$ cat src/rtl/unified_mem_arbiter.sv
// rtl/unified_mem_arbiter.sv - round-robin arbiter sharing one fixed-latency memory between IF and data ports
module unified_mem_arbiter #(
    parameter int ADDR_WIDTH  = 32,
    parameter int DATA_WIDTH  = 32,
    parameter int WAIT_CYCLES = 2
) (
    input  logic                  clk,
    input  logic                  rst,
    input  logic                  if_req,
    input  logic [ADDR_WIDTH-1:0] if_addr,
    output logic [DATA_WIDTH-1:0] if_rdata,
    output logic                  if_ack,
    input  logic                  d_req,
    input  logic                  d_wen,
    input  logic [ADDR_WIDTH-1:0] d_addr,
    input  logic [DATA_WIDTH-1:0] d_wdata,
    output logic [DATA_WIDTH-1:0] d_rdata,
    output logic                  d_ack,
    output logic                  mem_cs,
    output logic                  mem_we,
    output logic [ADDR_WIDTH-1:0] mem_addr,
    output logic [DATA_WIDTH-1:0] mem_wdata,
    input  logic [DATA_WIDTH-1:0] mem_rdata,
    output logic                  stall_if,
    output logic                  stall_mem,
    output logic                  busy
);

    typedef enum logic [1:0] {IDLE, ACCESS, RESP} state_t;

    state_t     state;
    logic       last_grant_d;
    logic       owner_d;
    logic [3:0] wait_cnt;
    logic       grant_any;
    logic       grant_d;

    // On a tie the port that did not win last time is served.
    always_comb begin
        grant_any = if_req | d_req;
        grant_d   = d_req & (~if_req | ~last_grant_d);
    end

    always_ff @(posedge clk) begin
        if (rst) begin
            state        <= IDLE;
            last_grant_d <= 1'b0;
            owner_d      <= 1'b0;
            wait_cnt     <= '0;
            mem_cs       <= 1'b0;
            mem_we       <= 1'b0;
            mem_addr     <= '0;
            mem_wdata    <= '0;
            if_ack       <= 1'b0;
            d_ack        <= 1'b0;
            if_rdata     <= '0;
            d_rdata      <= '0;
        end else begin
            case (state)
                IDLE: begin
                    if (grant_any) begin
                        owner_d      <= grant_d;
                        last_grant_d <= grant_d;
                        mem_cs       <= 1'b1;
                        if (grant_d) begin
                            mem_addr  <= d_addr;
                            mem_wdata <= d_wdata;
                            mem_we    <= d_wen;
                        end else begin
                            mem_addr <= if_addr;
                            mem_we   <= 1'b0;
                        end
                        wait_cnt <= 4'(WAIT_CYCLES - 1);
                        state    <= ACCESS;
                    end
                end
                ACCESS: begin
                    // mem_we still holds the latched direction of this access.
                    if (wait_cnt == 4'd0) begin
                        mem_cs <= 1'b0;
                        mem_we <= 1'b0;
                        if (owner_d) begin
                            d_ack <= 1'b1;
                            if (!mem_we) begin
                                d_rdata <= mem_rdata;
                            end
                        end else begin
                            if_ack   <= 1'b1;
                            if_rdata <= mem_rdata;
                        end
                        state <= RESP;
                    end else begin
                        wait_cnt <= wait_cnt - 4'd1;
                    end
                end
                RESP: begin
                    if_ack <= 1'b0;
                    d_ack  <= 1'b0;
                    state  <= IDLE;
                end
                default: state <= IDLE;
            endcase
        end
    end

    assign stall_if  = if_req & ~if_ack;
    assign stall_mem = d_req & ~d_ack;
    assign busy      = (state != IDLE);

endmodule

$ cat config.mk
export PLATFORM = sky130hd
export DESIGN_NAME = unified_mem_arbiter
export DESIGN_NICKNAME = d
export VERILOG_FILES = /design/src/rtl/unified_mem_arbiter.sv
export SDC_FILE = /design/constraint.sdc
export NUM_CORES = 1
export LEC_CHECK = 0
export BUFFER_PORTS_ARGS = -buffer_cell sky130_fd_sc_hd__buf_2
export CORE_MARGIN = 5
export CORE_UTILIZATION = 50
export DETAILED_ROUTE_END_ITERATION = 10
export GPL_ROUTABILITY_DRIVEN = 0
export GPL_TIMING_DRIVEN = 0
export PLACE_DENSITY = 0.95
export SLEW_MARGIN = 20
export SYNTH_ARGS = -nofsm -noshare
export SYNTH_HDL_FRONTEND = slang
export SYNTH_SLANG_ARGS = --single-unit
export TNS_END_PERCENT = 50
$ cat constraint.sdc
create_clock -name clk -period 5.07 [get_ports clk]
set_clock_uncertainty 0.05 [all_clocks]
set_input_delay 0.507 -clock clk [delete_from_list [all_inputs] [get_ports clk]]
set_output_delay 0.507 -clock clk [all_outputs]
set_load 0.01 [all_outputs]
==> results.yml, run 1 <==
run_status:
  status: "complete, no violations"
timing:
  grt_setup_unrepaired: "no"
  min_period_ps: 2360
  slew_headroom_pct: 58.7
  fmax_ghz: 0.423
  hold_viol: 0
  final.setup.tns_ps: 0
  slew_violations: 0
  setup_viol: 0
  timing.final.crit_share_pct: 46.6
  tightestPinTransition_ps: 617
clock_tree:
  postCtsSetupBuffers: 0
  cts.sinks: 139
  clkTransAtPathRegs_ps: 70
  cts_resized: 0
  clock_latency_ps: 510
  cts-root-buf: "clkbuf_8"
  numCtsBuffers: 17
  cts.path.max_buffers: 2
  htreeDepth: 4
  cts_tree: "yes"
  cts_hold_buf: 0
grt:
  gr-total-overflow: 0
  grt_pass1_vias: 5700
  track_usage_pct: 27.7
  grt_max_degree: 17
  antenna_found_initial: 0
  grt_first_pass_wirelength_um: 28700
placed_design:
  port_buffers: 267
  placed_cell_area_um2: 7050
  dp.final_hpwl_um: 14100
critical_path:
  start_kind: "flip-flop"
  worstReg2RegStart: "state[1]"
  endpoint: "busy"
  cp_data_required_time_ps: 4510
  cp_max_fo: 10
  r2r_cells: 5
  critPathLaunch: "state[1]"
  endpoint_kind: "output port"
  r2r_end: "mem_addr[26]"
  worstSetupPathType: "flip-flop to output port"
  arrival_ps: 1810
  reg2reg_slack_ps: 2880
synthesis:
  synth_warnings: 0
  syn_nets: 768
  synth-edff-count: 0
  synthCells: 633
  ys_seq_area_share_pct: 50.3
  dominantRegCellSynth: "dfxtp_1"
  synth.distinct_cells: 37
  yosys_register_bits: 139
  synthArstFlopShare_pct: 0
  syn_area_um2: 5540
  post_synth.cell_area_avg_um2: 8.75
drt:
  drc: 0
  via_count: 5897
  via_per_inst: 5.51
  wirelength_um: 18900
  wl_per_cell_um: 17.7
  first_pass_iters: 5
  drt_iter0_drc: 412
  ant_nets: 0
cells_and_area:
  layout.nets: 1054
  final_cell_mix: "buf_2, nand2_1, dfxtp_1"
  layout-area-overhead-vs-synth_pct: 37.0
  design_area_um2: 7580
  drive_gt1_share_pct: 33.7
  antenna_cells: 0
  fin_util_pct: 70.0
  final_common_cell: "buf_2"
floorplan:
  dieHeight_um: 115
  coreArea_um2: 10800
  start_util_pct: 51.1
  rows: 38
  io-pin-count: 268
  die-area_um2: 13300
  die-width_um: 115
pwr:
  power_density_nw_per_um2: 386
  irDropWorstVdd_mv: 0.289
  finalPower_mw: 2.93
  leakage_nw: 3.69
hold_path:
  hp-class: "primary input to flip-flop"
run:
  drv_cap: 0
final cells by class:
type / instances / area (um^2)
clock inverter: 13 / 119
tap: 140 / 175
inverter: 4 / 15.0
fill: 830 / 3260
buffer: 57 / 243
sequential: 139 / 2780
clock buffer: 18 / 418
timing repair buffer: 267 / 1340
multi-input combinational: 433 / 2500
metrics by stage:
step	setup WS (ps)	hold slack, ps	instances
final	2710	179	1071
after global routing	2590	176	1071
after CTS	2650	165	1071
after detailed placement	2880	397	1040
after global placement	2890	389	1040
after floorplan	3430	429	633
critical path, cell delays in order (launching register included):
cell and delay [ps]:
dfxtp_1 340, nor2_1 350, inv_2 170, clkbuf_1 240, buf_2 190
synthesized netlist by cell type, types with 3 or more instances:
cell type / number / share of area (%)
o21ai_0: 34 / 3.1
mux2i_1: 64 / 12
buf_2: 8 / 0.72
nand2_1: 164 / 11
a21oi_1: 69 / 6.2
nand3_1: 33 / 3.0
a311oi_1: 32 / 5.1
nor2b_1: 4 / 0.45
dfxtp_1: 139 / 50
buf_1: 3 / 0.20
clkbuf_1: 43 / 2.9
nor2_1: 6 / 0.41
routing by layer:
layer	vias to the layer above	wire [um]	track usage, %
li1	2775	-	-
met1	2730	6820	29.8
met2	333	9450	48.8
met3	59	1870	8.11
met4	0	783	14.8
met5	-	0	0
state kept, by name, indices dropped and copies added, names as in the netlist, 2 cells and up:
signal / count
mem_addr: 32
mem_wdata: 32
d_rdata: 32
if_rdata: 32
state: 2
wait_cnt: 4
power breakdown:
group,internal (mW),switching [mW]
sequential,1.19,0.0533
combinational,0.218,0.334
clock,0.651,0.489
total,2.05,0.877
how the worst min path moves through the flow:
stage / startpoint / end / cells past startpoint
after CTS: d_wdata[5] / mem_wdata[5] / 3
after global routing: d_wen / mem_we / 3
final: d_wdata[20] / mem_wdata[20] / 3
after floorplan: d_rdata[0] / d_rdata[0] / 2
after global placement: if_rdata[16] / if_rdata[16] / 2
after detailed placement: d_rdata[1] / d_rdata[1] / 2
cells by family after synthesis:
| logic type | count (synthesis) | synth area share [%] |
|---|---|---|
| AO/OA/AOI/OAI | 146 | 16.0 |
| multiplexers | 64 | 11.6 |
| adder cells (fa/ha/maj) | 2 | 0.452 |
| flip-flops | 139 | 50.3 |
| buffers and inverters | 61 | 4.66 |
| AND/OR/NAND/NOR | 221 | 17.0 |
No activity file was read; power rests on OpenSTA's default activity.
==> inputs of run 2 (changes only) <==
--- a/config.mk
+++ b/config.mk
@@ -5,13 +5,14 @@
 export SDC_FILE = /design/constraint.sdc
 export NUM_CORES = 1
 export LEC_CHECK = 0
+export ABC_AREA = 1
 export BUFFER_PORTS_ARGS = -buffer_cell sky130_fd_sc_hd__buf_2
 export CORE_MARGIN = 5
-export CORE_UTILIZATION = 50
+export CORE_UTILIZATION = 46
 export DETAILED_ROUTE_END_ITERATION = 10
 export GPL_ROUTABILITY_DRIVEN = 0
 export GPL_TIMING_DRIVEN = 0
-export PLACE_DENSITY = 0.95
+export PLACE_DENSITY = 0.9
 export SLEW_MARGIN = 20
 export SYNTH_ARGS = -nofsm -noshare
 export SYNTH_HDL_FRONTEND = slang
==> constraint.sdc (replaced) <==
create_clock -name clk -period 2.3 [get_ports clk]
set_clock_uncertainty 0.05 [all_clocks]
set_input_delay 0.23 -clock clk [delete_from_list [all_inputs] [get_ports clk]]
set_output_delay 0.23 -clock clk [all_outputs]
set_load 0.01 [all_outputs]
==> results.yml, run 2 <==
run_status:
  status: "complete, no violations"
pwr:
  finalPower_mw: 7.08
  seqPwrFrac_pct: 40.7
  internal_power_mw: 5.00
  irDropWorstVdd_mv: 0.618
  combPwrFrac_pct: 20.9
  p_sw_share_pct: 29.4
  switchingPower_mw: 2.08
  power_density_nw_per_um2: 920
  clock_power_share_pct: 38.4
  leakage_nw: 4.00
critical_path:
  r2r_end: "d_rdata[20]"
  critPathLaunch: "owner_d"
  cp_data_required_time_ps: 2600
  worstSetupPathType: "flip-flop to flip-flop"
  reg2reg_slack_ps: 560
  cp_max_fo: 10
  worstReg2RegStart: "owner_d"
  arrival_ps: 2040
  endpoint_kind: "flip-flop"
  endpoint: "d_rdata[20]"
  r2r_cells: 6
  start_kind: "flip-flop"
synthesis:
  synthArstFlopShare_pct: 0
  synth_mux_area_share_pct: 0
  yosysTopAreaCellShare_pct: 51.7
  synthCells: 760
  synth_compound_area_share_pct: 9.89
  synth_top_family_by_area: "simple AND/OR/NAND/NOR gates"
  ys_seq_area_share_pct: 51.7
  yosys_register_bits: 139
  synthAdderAreaFrac_pct: 0.465
  synth_xor_area_share_pct: 0
  synthTopCellsByArea: "dfxtp_1, nor2_1, nand2_1, o21ai_0, nand3_1"
  synth-simple-area-share_pct: 30.6
  synth_warnings: 0
  synth_most_common_cell: "nor2_1"
  synth.distinct_cells: 20
  synth_common_cells: "nor2_1, nand2_1, dfxtp_1, o21ai_0, inv_1"
  synth-edff-count: 0
  synth_top_area_cell: "dfxtp_1"
  dominantRegCellSynth: "dfxtp_1"
  syn_nets: 895
  post_synth.cell_area_avg_um2: 7.08
  syn_area_um2: 5380
drt:
  drc: 0
  via_count: 5959
  topRoutingLayerUsed: "met4"
  wirelength_um: 17400
  wl_per_cell_um: 14.3
  wl_met1_um: 6640
  dr_wl_met2_um: 9030
  ant_nets: 0
  first_pass_iters: 7
  via_per_inst: 4.88
  wl_met3_um: 1370
  drt_iter0_drc: 419
grt:
  grt_max_degree: 17
  antenna_found_initial: 0
  track_usage_pct: 24.3
  gr-total-overflow: 0
  grt_first_pass_wirelength_um: 27900
  grt_pass1_vias: 5871
clock_tree:
  cts-root-buf: "clkbuf_16"
  htreeDepth: 4
  postCtsSetupBuffers: 0
  clkTransAtPathRegs_ps: 60
  cts.path.max_buffers: 2
  cts_tree: "yes"
  numCtsBuffers: 17
  clock_latency_ps: 410
  cts.sinks: 139
timing:
  slew_headroom_pct: 64.6
  tightestPinTransition_ps: 532
  final.setup.tns_ps: 0
  fmax_ghz: 0.575
  slew_violations: 0
  setup_viol: 0
  min_period_ps: 1740
  grt_setup_unrepaired: "no"
  hold_viol: 0
  timing.final.crit_share_pct: 75.6
floorplan:
  die-area_um2: 14000
  io-pin-count: 268
  dieHeight_um: 118
  start_util_pct: 47.1
  coreArea_um2: 11400
  rows: 39
  die-width_um: 118
cells_and_area:
  layout-area-overhead-vs-synth_pct: 43.1
  design_area_um2: 7700
  layout.nets: 1201
  multi_input_comb_area_um2: 2200
  fin_util_pct: 67.4
  antenna_cells: 0
  drive_gt1_share_pct: 30.5
  fillCellCount: 975
  final_common_cell: "buf_2"
  instances_no_fill: 1222
  register_area_um2: 2780
  final_cell_mix: "buf_2, nor2_1, nand2_1"
placed_design:
  port_buffers: 266
  placed_cell_area_um2: 6890
  dp.final_hpwl_um: 12700
  place_inst: 1169
hold_path:
  hp-class: "primary input to flip-flop"
run:
  drv_cap: 0
==> run 2: worst max-delay path, stage by stage (launching register included) <==
cell	delay (ps)
dfxtp_1	400
inv_2	60
nor2_2	250
nor3b_2	450
buf_2	310
nor2_1	60
nor2_1	90
==> run 2: power groups by stage <==
stage | registers [mW] | clock network [mW] | logic, mW
floorplan | 3.05 | 0 | 0.690
global placement | 2.91 | 0 | 1.42
detailed placement | 2.92 | 0 | 1.45
CTS | 2.88 | 2.76 | 1.49
global route | 2.92 | 2.87 | 1.66
finish | 2.88 | 2.72 | 1.48
==> run 2: logic make-up (layout without fill, tap and decap cells) <==
kind of cell	count (synthesis)	after routing
and+or+nand+nor	421	421
adders and majority gates	2	2
AOI/OAI and AO/OA	106	106
buffers and inverters	92	411
DFF	139	139
==> run 2: cell type report <==
type,instances,area share (%)
Sequential cell,139,36.2
Multi-Input combinational cell,529,28.6
Timing Repair Buffer,287,20.0
Clock buffer,21,6.24
Buffer,45,2.78
Tap cell,143,2.32
Inverter,47,2.29
Clock inverter,11,1.53
==> run 2: worst min-delay path by stage <==
| stage | start | slack [ps] | to | cells after the start |
|---|---|---|---|---|
| finish | d_wdata[21] | 7 | mem_wdata[21] | 3 |
| global route | d_addr[16] | 20 | mem_addr[16] | 3 |
| CTS | d_wdata[28] | 0.3 | mem_wdata[28] | 3 |
| detailed placement | mem_addr[28] | 390 | mem_addr[28] | 2 |
| global placement | mem_addr[8] | 380 | mem_addr[8] | 2 |
| floorplan | d_wdata[0] | 310 | mem_wdata[0] | 2 |
==> run 2: metal layers <==
| layer | global-route usage, % | up-vias |
|---|---|---|
| li1 | - | 2982 |
| met1 | 26.1 | 2689 |
| met2 | 43.5 | 250 |
| met3 | 8.07 | 38 |
| met4 | 9.82 | 0 |
| met5 | 0 | - |
==> run 2: what timing repair did <==
action / 4_1_cts / 5_1_grt
hold buffers: 21 / 0
gates resized for setup: 0 / 0
hold endpoints to repair: 21 / 0
==> run 2: stage by stage <==
| stage | setup WS, ps | hold WS, ps |
|---|---|---|
| finish | 561 | 6.88 |
| global route | 369 | 17.3 |
| CTS | 516 | 0.330 |
| detailed placement | 518 | 391 |
| global placement | 527 | 384 |
| floorplan | 903 | 315 |
